==> config.mk <==
export PLATFORM = sky130hd
export DESIGN_NAME = xga_timing_gen
export DESIGN_NICKNAME = d
export VERILOG_FILES = /design/src/rtl/vga_timing_pkg.sv /design/src/rtl/timing_axis.sv /design/src/rtl/xga_timing_gen.sv
export SDC_FILE = /design/constraint.sdc
export NUM_CORES = 1
export LEC_CHECK = 0
export ABC_AREA = 1
export CAP_MARGIN = 0
export CORE_ASPECT_RATIO = 2
export CORE_UTILIZATION = 52
export DETAILED_ROUTE_END_ITERATION = 8
export DONT_BUFFER_PORTS = 1
export GPL_TIMING_DRIVEN = 1
export HOLD_SLACK_MARGIN = 0.12
export PLACE_DENSITY_LB_ADDON = 0.1
export SLEW_MARGIN = 20
export SYNTH_ARGS = -nofsm -noshare
export SYNTH_HDL_FRONTEND = slang
export SYNTH_HIERARCHICAL = 1
export SYNTH_SLANG_ARGS = --single-unit
export TNS_END_PERCENT = 100
==> constraint.sdc <==
create_clock -name clk -period 3.2 [get_ports clk]
set_input_delay 0.48 -clock clk [delete_from_list [all_inputs] [get_ports clk]]
set_output_delay 0.48 -clock clk [all_outputs]
set_load 0.02 [all_outputs]
==> src/rtl/vga_timing_pkg.sv <==
// Shared types and timing sets for the raster timing generator.
// Counter widths, the per-axis phase enum and the XGA/VGA parameter sets live here.
package vga_timing_pkg;

  typedef enum logic [1:0] {
    ACTIVE = 2'd0,
    FRONT  = 2'd1,
    SYNC   = 2'd2,
    BACK   = 2'd3
  } phase_t;

  localparam int CNT_W   = 11;
  localparam int CNT_MAX = 2047;
  localparam int FRAME_W = 10;

  // 1024x768@60, 65 MHz pixel rate
  localparam int XGA_H_ACTIVE = 1024;
  localparam int XGA_H_FP     = 24;
  localparam int XGA_H_SYNC   = 136;
  localparam int XGA_H_BP     = 160;
  localparam int XGA_V_ACTIVE = 768;
  localparam int XGA_V_FP     = 3;
  localparam int XGA_V_SYNC   = 6;
  localparam int XGA_V_BP     = 29;

  // 640x480@60
  localparam int VGA_H_ACTIVE = 640;
  localparam int VGA_H_FP     = 16;
  localparam int VGA_H_SYNC   = 96;
  localparam int VGA_H_BP     = 48;
  localparam int VGA_V_ACTIVE = 480;
  localparam int VGA_V_FP     = 10;
  localparam int VGA_V_SYNC   = 2;
  localparam int VGA_V_BP     = 33;

  // Every phase needs at least one count, and the total must fit the counter.
  function automatic bit timing_fits(int a, int fp, int s, int bp);
    return (a > 0) && (fp > 0) && (s > 0) && (bp > 0) && ((a + fp + s + bp) <= CNT_MAX);
  endfunction

endpackage

==> src/rtl/timing_axis.sv <==
// One raster axis: wrapping counter plus ACTIVE->FRONT->SYNC->BACK phase FSM.
// The phase register always describes the current count value.
module timing_axis
  import vga_timing_pkg::*;
#(
  parameter int ACTIVE_LEN = XGA_H_ACTIVE,
  parameter int FP_LEN     = XGA_H_FP,
  parameter int SYNC_LEN   = XGA_H_SYNC,
  parameter int BP_LEN     = XGA_H_BP
) (
  input  logic             clk,
  input  logic             rst,
  input  logic             advance,
  output logic [CNT_W-1:0] count,
  output phase_t           phase,
  output logic             wrap
);

  localparam logic [CNT_W-1:0] LAST_ACTIVE = CNT_W'(ACTIVE_LEN - 1);
  localparam logic [CNT_W-1:0] LAST_FRONT  = CNT_W'(ACTIVE_LEN + FP_LEN - 1);
  localparam logic [CNT_W-1:0] LAST_SYNC   = CNT_W'(ACTIVE_LEN + FP_LEN + SYNC_LEN - 1);
  localparam logic [CNT_W-1:0] LAST_TOTAL  = CNT_W'(ACTIVE_LEN + FP_LEN + SYNC_LEN + BP_LEN - 1);

  phase_t phase_next;

  assign wrap = (count == LAST_TOTAL);

  always_ff @(posedge clk or posedge rst) begin
    if (rst) begin
      count <= '0;
    end else if (advance) begin
      count <= wrap ? '0 : count + 1'b1;
    end
  end

  always_ff @(posedge clk or posedge rst) begin
    if (rst) begin
      phase <= ACTIVE;
    end else begin
      phase <= phase_next;
    end
  end

  // Leave a phase on the advance that consumes its last count.
  always_comb begin
    phase_next = phase;
    if (advance) begin
      case (phase)
        ACTIVE:  if (count == LAST_ACTIVE) phase_next = FRONT;
        FRONT:   if (count == LAST_FRONT)  phase_next = SYNC;
        SYNC:    if (count == LAST_SYNC)   phase_next = BACK;
        BACK:    if (wrap)                 phase_next = ACTIVE;
        default: phase_next = ACTIVE;
      endcase
    end
  end

endmodule

==> src/rtl/xga_timing_gen.sv <==
// Raster timing source: cascaded horizontal/vertical axes with one registered,
// mutually aligned output set per pixel-clock-enable.
module xga_timing_gen
  import vga_timing_pkg::*;
#(
  parameter int H_ACTIVE   = XGA_H_ACTIVE,
  parameter int H_FP       = XGA_H_FP,
  parameter int H_SYNC     = XGA_H_SYNC,
  parameter int H_BP       = XGA_H_BP,
  parameter int V_ACTIVE   = XGA_V_ACTIVE,
  parameter int V_FP       = XGA_V_FP,
  parameter int V_SYNC     = XGA_V_SYNC,
  parameter int V_BP       = XGA_V_BP,
  parameter bit H_SYNC_POL = 1'b0,
  parameter bit V_SYNC_POL = 1'b0
) (
  input  logic               clk,
  input  logic               rst,
  input  logic               en,
  output logic [CNT_W-1:0]   pix_x,
  output logic [CNT_W-1:0]   pix_y,
  output logic               video_active,
  output logic               hsync,
  output logic               vsync,
  output logic               line_start,
  output logic               frame_start,
  output logic [FRAME_W-1:0] frame_cnt
);

  if (!timing_fits(H_ACTIVE, H_FP, H_SYNC, H_BP)) begin : g_h_bad
    $error("horizontal timing parameters do not fit the 11-bit counter");
  end
  if (!timing_fits(V_ACTIVE, V_FP, V_SYNC, V_BP)) begin : g_v_bad
    $error("vertical timing parameters do not fit the 11-bit counter");
  end

  logic [CNT_W-1:0]   h_count;
  logic [CNT_W-1:0]   v_count;
  phase_t             h_phase;
  phase_t             v_phase;
  logic               h_wrap;
  logic               v_wrap;
  logic               v_advance;
  logic [FRAME_W-1:0] frame_q;

  assign v_advance = en & h_wrap;

  timing_axis #(
    .ACTIVE_LEN(H_ACTIVE),
    .FP_LEN    (H_FP),
    .SYNC_LEN  (H_SYNC),
    .BP_LEN    (H_BP)
  ) u_h_axis (
    .clk    (clk),
    .rst    (rst),
    .advance(en),
    .count  (h_count),
    .phase  (h_phase),
    .wrap   (h_wrap)
  );

  timing_axis #(
    .ACTIVE_LEN(V_ACTIVE),
    .FP_LEN    (V_FP),
    .SYNC_LEN  (V_SYNC),
    .BP_LEN    (V_BP)
  ) u_v_axis (
    .clk    (clk),
    .rst    (rst),
    .advance(v_advance),
    .count  (v_count),
    .phase  (v_phase),
    .wrap   (v_wrap)
  );

  // Frame count travels with the counters, so the output copy flips with pixel (0,0).
  always_ff @(posedge clk or posedge rst) begin
    if (rst) begin
      frame_q <= '0;
    end else if (en && h_wrap && v_wrap) begin
      frame_q <= frame_q + 1'b1;
    end
  end

  always_ff @(posedge clk or posedge rst) begin
    if (rst) begin
      pix_x        <= '0;
      pix_y        <= '0;
      video_active <= 1'b0;
      hsync        <= ~H_SYNC_POL;
      vsync        <= ~V_SYNC_POL;
      line_start   <= 1'b0;
      frame_start  <= 1'b0;
      frame_cnt    <= '0;
    end else if (en) begin
      pix_x        <= h_count;
      pix_y        <= v_count;
      video_active <= (h_phase == ACTIVE) && (v_phase == ACTIVE);
      hsync        <= (h_phase == SYNC) ? H_SYNC_POL : ~H_SYNC_POL;
      vsync        <= (v_phase == SYNC) ? V_SYNC_POL : ~V_SYNC_POL;
      line_start   <= (h_count == '0);
      frame_start  <= (h_count == '0) && (v_count == '0);
      frame_cnt    <= frame_q;
    end else begin
      line_start  <= 1'b0;
      frame_start <= 1'b0;
    end
  end

endmodule

==> impl_metrics.tcl <==
set metrics [dict create \
    status "complete, no violations" \
    num_rows 44 \
    antenna_cells 0 \
    drtPass1Iterations 4 \
    layout-area-overhead-vs-synth_pct 9.26 \
    worstMarginPinSlew_ps 836 \
    start_util_pct 53.8 \
    cts_buffers 9 \
    peakVddDrop_v 0.000319 \
    grt_pass1_wl_mm 13.4 \
    final_cell_area_um2 4240 \
    detail-route-antenna-nets 0 \
    path_cells "ha_1 > nand3_4 > nor3_1 > nand2_1 > inv_2 > nand2_2 > nor3_4 > nand3_2 > nor2_2 > xor2_1" \
    cts_tree "yes" \
    worstPathArrival_ps 2470 \
    cts.repair.resized 0 \
    boundaryPins 40 \
    setup_tns_ps 0 \
    num-fill-cells 686 \
    pre_cts_ws_ps 1020 \
    cts.sinks 73 \
    syn_nets 502 \
    fin_crit_ps 2220 \
    avgSynthCellArea_um2 8.04 \
    pwr_density_cell_nw_per_um2 558 \
    antenna_found_initial 0 \
    drive_gt1_share_pct 12.2 \
    rrSetupSlack_ps 980 \
    die_x_um 63.1 \
    hp-class "in -> async" \
    final.period_utilization_pct 69.2 \
    cp_max_fo 10 \
    cts_setup_buffers 0 \
    drc_errors 0 \
    max_stage_delay_ps 420 \
    end_kind "register" \
    critical_path_class "reg -> reg" \
    clk_path_buf_depth 2 \
    critical_path_required_ps 3460 \
    worstReg2RegEnd "u_v_axis/count[10]" \
    grt_pass1_vias 2928 \
    path_clk_slew_ps 50 \
    routedWlPerCell_um 14.1 \
    place.gp.congestion 0.946 \
    grt_max_degree 51 \
    vias 2960 \
    seq_area_frac_synth_pct 47.2 \
    vias_per_cell 5.09 \
    coreArea_um2 7210 \
    overflow 0 \
    register_area_um2 1830 \
    cp_slowest_cell "dfrtp_1" \
    htree_num_levels 3 \
    holdWs_ps 164 \
    drt_iter0_drc 210 \
    postSynthCellCount 482 \
    finalSetupViolations 0 \
    slew_headroom_pct 44.2 \
    die_area_um2 7830 \
    synth_cell_types 33 \
    worstRegToRegCells 10 \
    place_area_um2 3950 \
    fin_worst_skew_ps 6.02 \
    dp_hpwl_mm 6.08 \
    multiInputGateArea_um2 1730 \
    cts_hold_buffers 1 \
    hold_viol_final 0 \
    r2r_start "u_h_axis/count[1]" \
    portBuffers 0 \
    yosysWarnings 6 \
    rsz0062_at_grt "no" \
    totalWireLength_mm 8.20 \
    final_core_util_pct 58.7 \
    synth-seq-cells 73 \
    maxSlewViolCount 0 \
    netlist_area_um2 3880 \
    power_leakage_nw 2.18 \
    cts-root-buf "clkbuf_16" \
    startpoint_type "register" \
    layout_setup_ws_ps 984 \
    die-height_um 124 \
    insertion_delay_ps 330 \
    maxCapViolCount 0 \
    track_usage_pct 22.9 \
    max_clock_freq_ghz 0.451 \
    nets 506 \
]
[worst max path at each step]
| stage | depth (start not counted) | slack [ps] | start | end |
|---|---|---|---|---|
| final | 10 | 980 | u_h_axis/count[1] | u_v_axis/count[10] |
| after global routing | 12 | 740 | u_h_axis/count[9] | u_v_axis/count[5] |
| after CTS | 10 | 1000 | u_h_axis/count[1] | u_v_axis/count[10] |
| after detailed placement | 10 | 1020 | u_h_axis/count[1] | u_v_axis/count[10] |
| after global placement | 10 | 1110 | u_h_axis/count[1] | u_v_axis/count[10] |
| after floorplan | 11 | 1190 | u_h_axis/count[1] | u_v_axis/count[10] |
[Yosys cell counts]
| master | n | share of area, % |
|---|---|---|
| nor3_4 | 2 | 0.84 |
| nand2_1 | 146 | 14 |
| a21oi_1 | 8 | 1.0 |
| buf_4 | 1 | 0.19 |
| ha_1 | 17 | 5.5 |
| or2_2 | 3 | 0.48 |
| nand2_2 | 9 | 1.5 |
| nor3_2 | 2 | 0.52 |
| nand3_4 | 2 | 0.90 |
| xor2_1 | 10 | 2.3 |
| clkbuf_1 | 3 | 0.29 |
| nand3_1 | 30 | 3.9 |
| dfstp_2 | 2 | 1.4 |
| nand4_1 | 2 | 0.32 |
| xnor2_1 | 1 | 0.23 |
| o211ai_1 | 1 | 0.19 |
| buf_2 | 3 | 0.39 |
| nand3b_1 | 1 | 0.19 |
| dfrtp_1 | 71 | 46 |
| inv_1 | 63 | 6.1 |
| o21a_1 | 1 | 0.19 |
| o21ai_0 | 5 | 0.65 |
| nand2_4 | 2 | 0.58 |
| inv_2 | 10 | 0.97 |
| nor3_1 | 8 | 1.0 |
| nand3_2 | 1 | 0.26 |
| a31oi_1 | 1 | 0.16 |
| nor2_4 | 7 | 2.0 |
| clkinv_1 | 1 | 0.097 |
| buf_6 | 1 | 0.29 |
| nor2_1 | 40 | 3.9 |
| o21ai_1 | 22 | 2.8 |
| nor2_2 | 6 | 0.97 |
[metal layers]
metal  part of all wire, %  global-route usage, %  vias to the layer above
li1                      -                      -                     1487
met1                    38                   22.4                     1388
met2                    56                   43.6                       61
met3                   2.7                   3.48                       24
met4                   3.5                   14.7                        0
met5                     0                      0                        -
[cells in the final DEF (no fill, tap or decap), drive strengths merged]
| cell | netlist | layout |
|---|---|---|
| o211ai | 1 | 1 |
| o21ai | 27 | 27 |
| clkinv | 1 | 5 |
| ha | 17 | 17 |
| clkbuf | 3 | 11 |
| dfrtp | 71 | 71 |
| nand3b | 1 | 1 |
| xor2 | 10 | 10 |
| a31oi | 1 | 1 |
| or2 | 3 | 3 |
| dlygate4sd3 | 0 | 1 |
| nand3 | 33 | 33 |
| dfstp | 2 | 2 |
| o21a | 1 | 1 |
| inv | 73 | 72 |
| bufinv | 0 | 1 |
| nor2 | 53 | 53 |
| nand2 | 157 | 157 |
| xnor2 | 1 | 1 |
| nand4 | 2 | 2 |
| a21oi | 8 | 8 |
| nor3 | 12 | 12 |
[kinds of logic (layout without fill, tap and decap cells)]
| family | count (synthesis) | after routing | synth area share (%) |
|---|---|---|---|
| buf+inv | 82 | 90 | 8.33 |
| simple gates | 261 | 261 | 31.5 |
| flops | 73 | 73 | 47.2 |
| compound gates | 38 | 38 | 5.07 |
| fa+ha+maj | 17 | 17 | 5.49 |
| xor+xnor | 11 | 11 | 2.48 |
[critical path, delay by kind of cell (launching register included)]
| family | cells | cell delay, ps |
|---|---|---|
| simple gates | 7 | 1170 |
| flops | 1 | 420 |
| fa+ha+maj | 1 | 240 |
| buf+inv | 1 | 170 |
| xor+xnor | 1 | 140 |
[registers in the layout (all words and copies together), names as in the netlist]
signal and cells:
u_h_axis/phase 2, pix_x 11, frame_q 10, hsync 1
u_h_axis/count 11, frame_cnt 10, u_v_axis/count 11, line_start 1
u_v_axis/phase 2, vsync 1, frame_start 1, video_active 1
pix_y 11
[report_power, final]
part           total [W]  switching [W]  leakage [nW]  internal (W)
registers        0.00116       0.000152         0.893       0.00101
clock network   0.000944       0.000350         0.139      0.000594
logic           0.000260       0.000176          1.15     0.0000838
total            0.00236       0.000678          2.18       0.00168
[final cells by class]
class                   count  area share, %
clock buffers              11           5.49
clock inverters             4           1.06
inverters                  74           6.59
multi-input cells         327           40.7
flip-flops and latches     73           43.2
well taps                  92           2.72
repair buffers              1          0.236
[stage by stage]
stage | total power, W | cells
floorplan | 0.00136 | 482
global placement | 0.00142 | 566
detailed placement | 0.00143 | 566
CTS | 0.00239 | 582
global route | 0.00247 | 582
finish | 0.00236 | 582
Power figures use the tool's default switching activity.
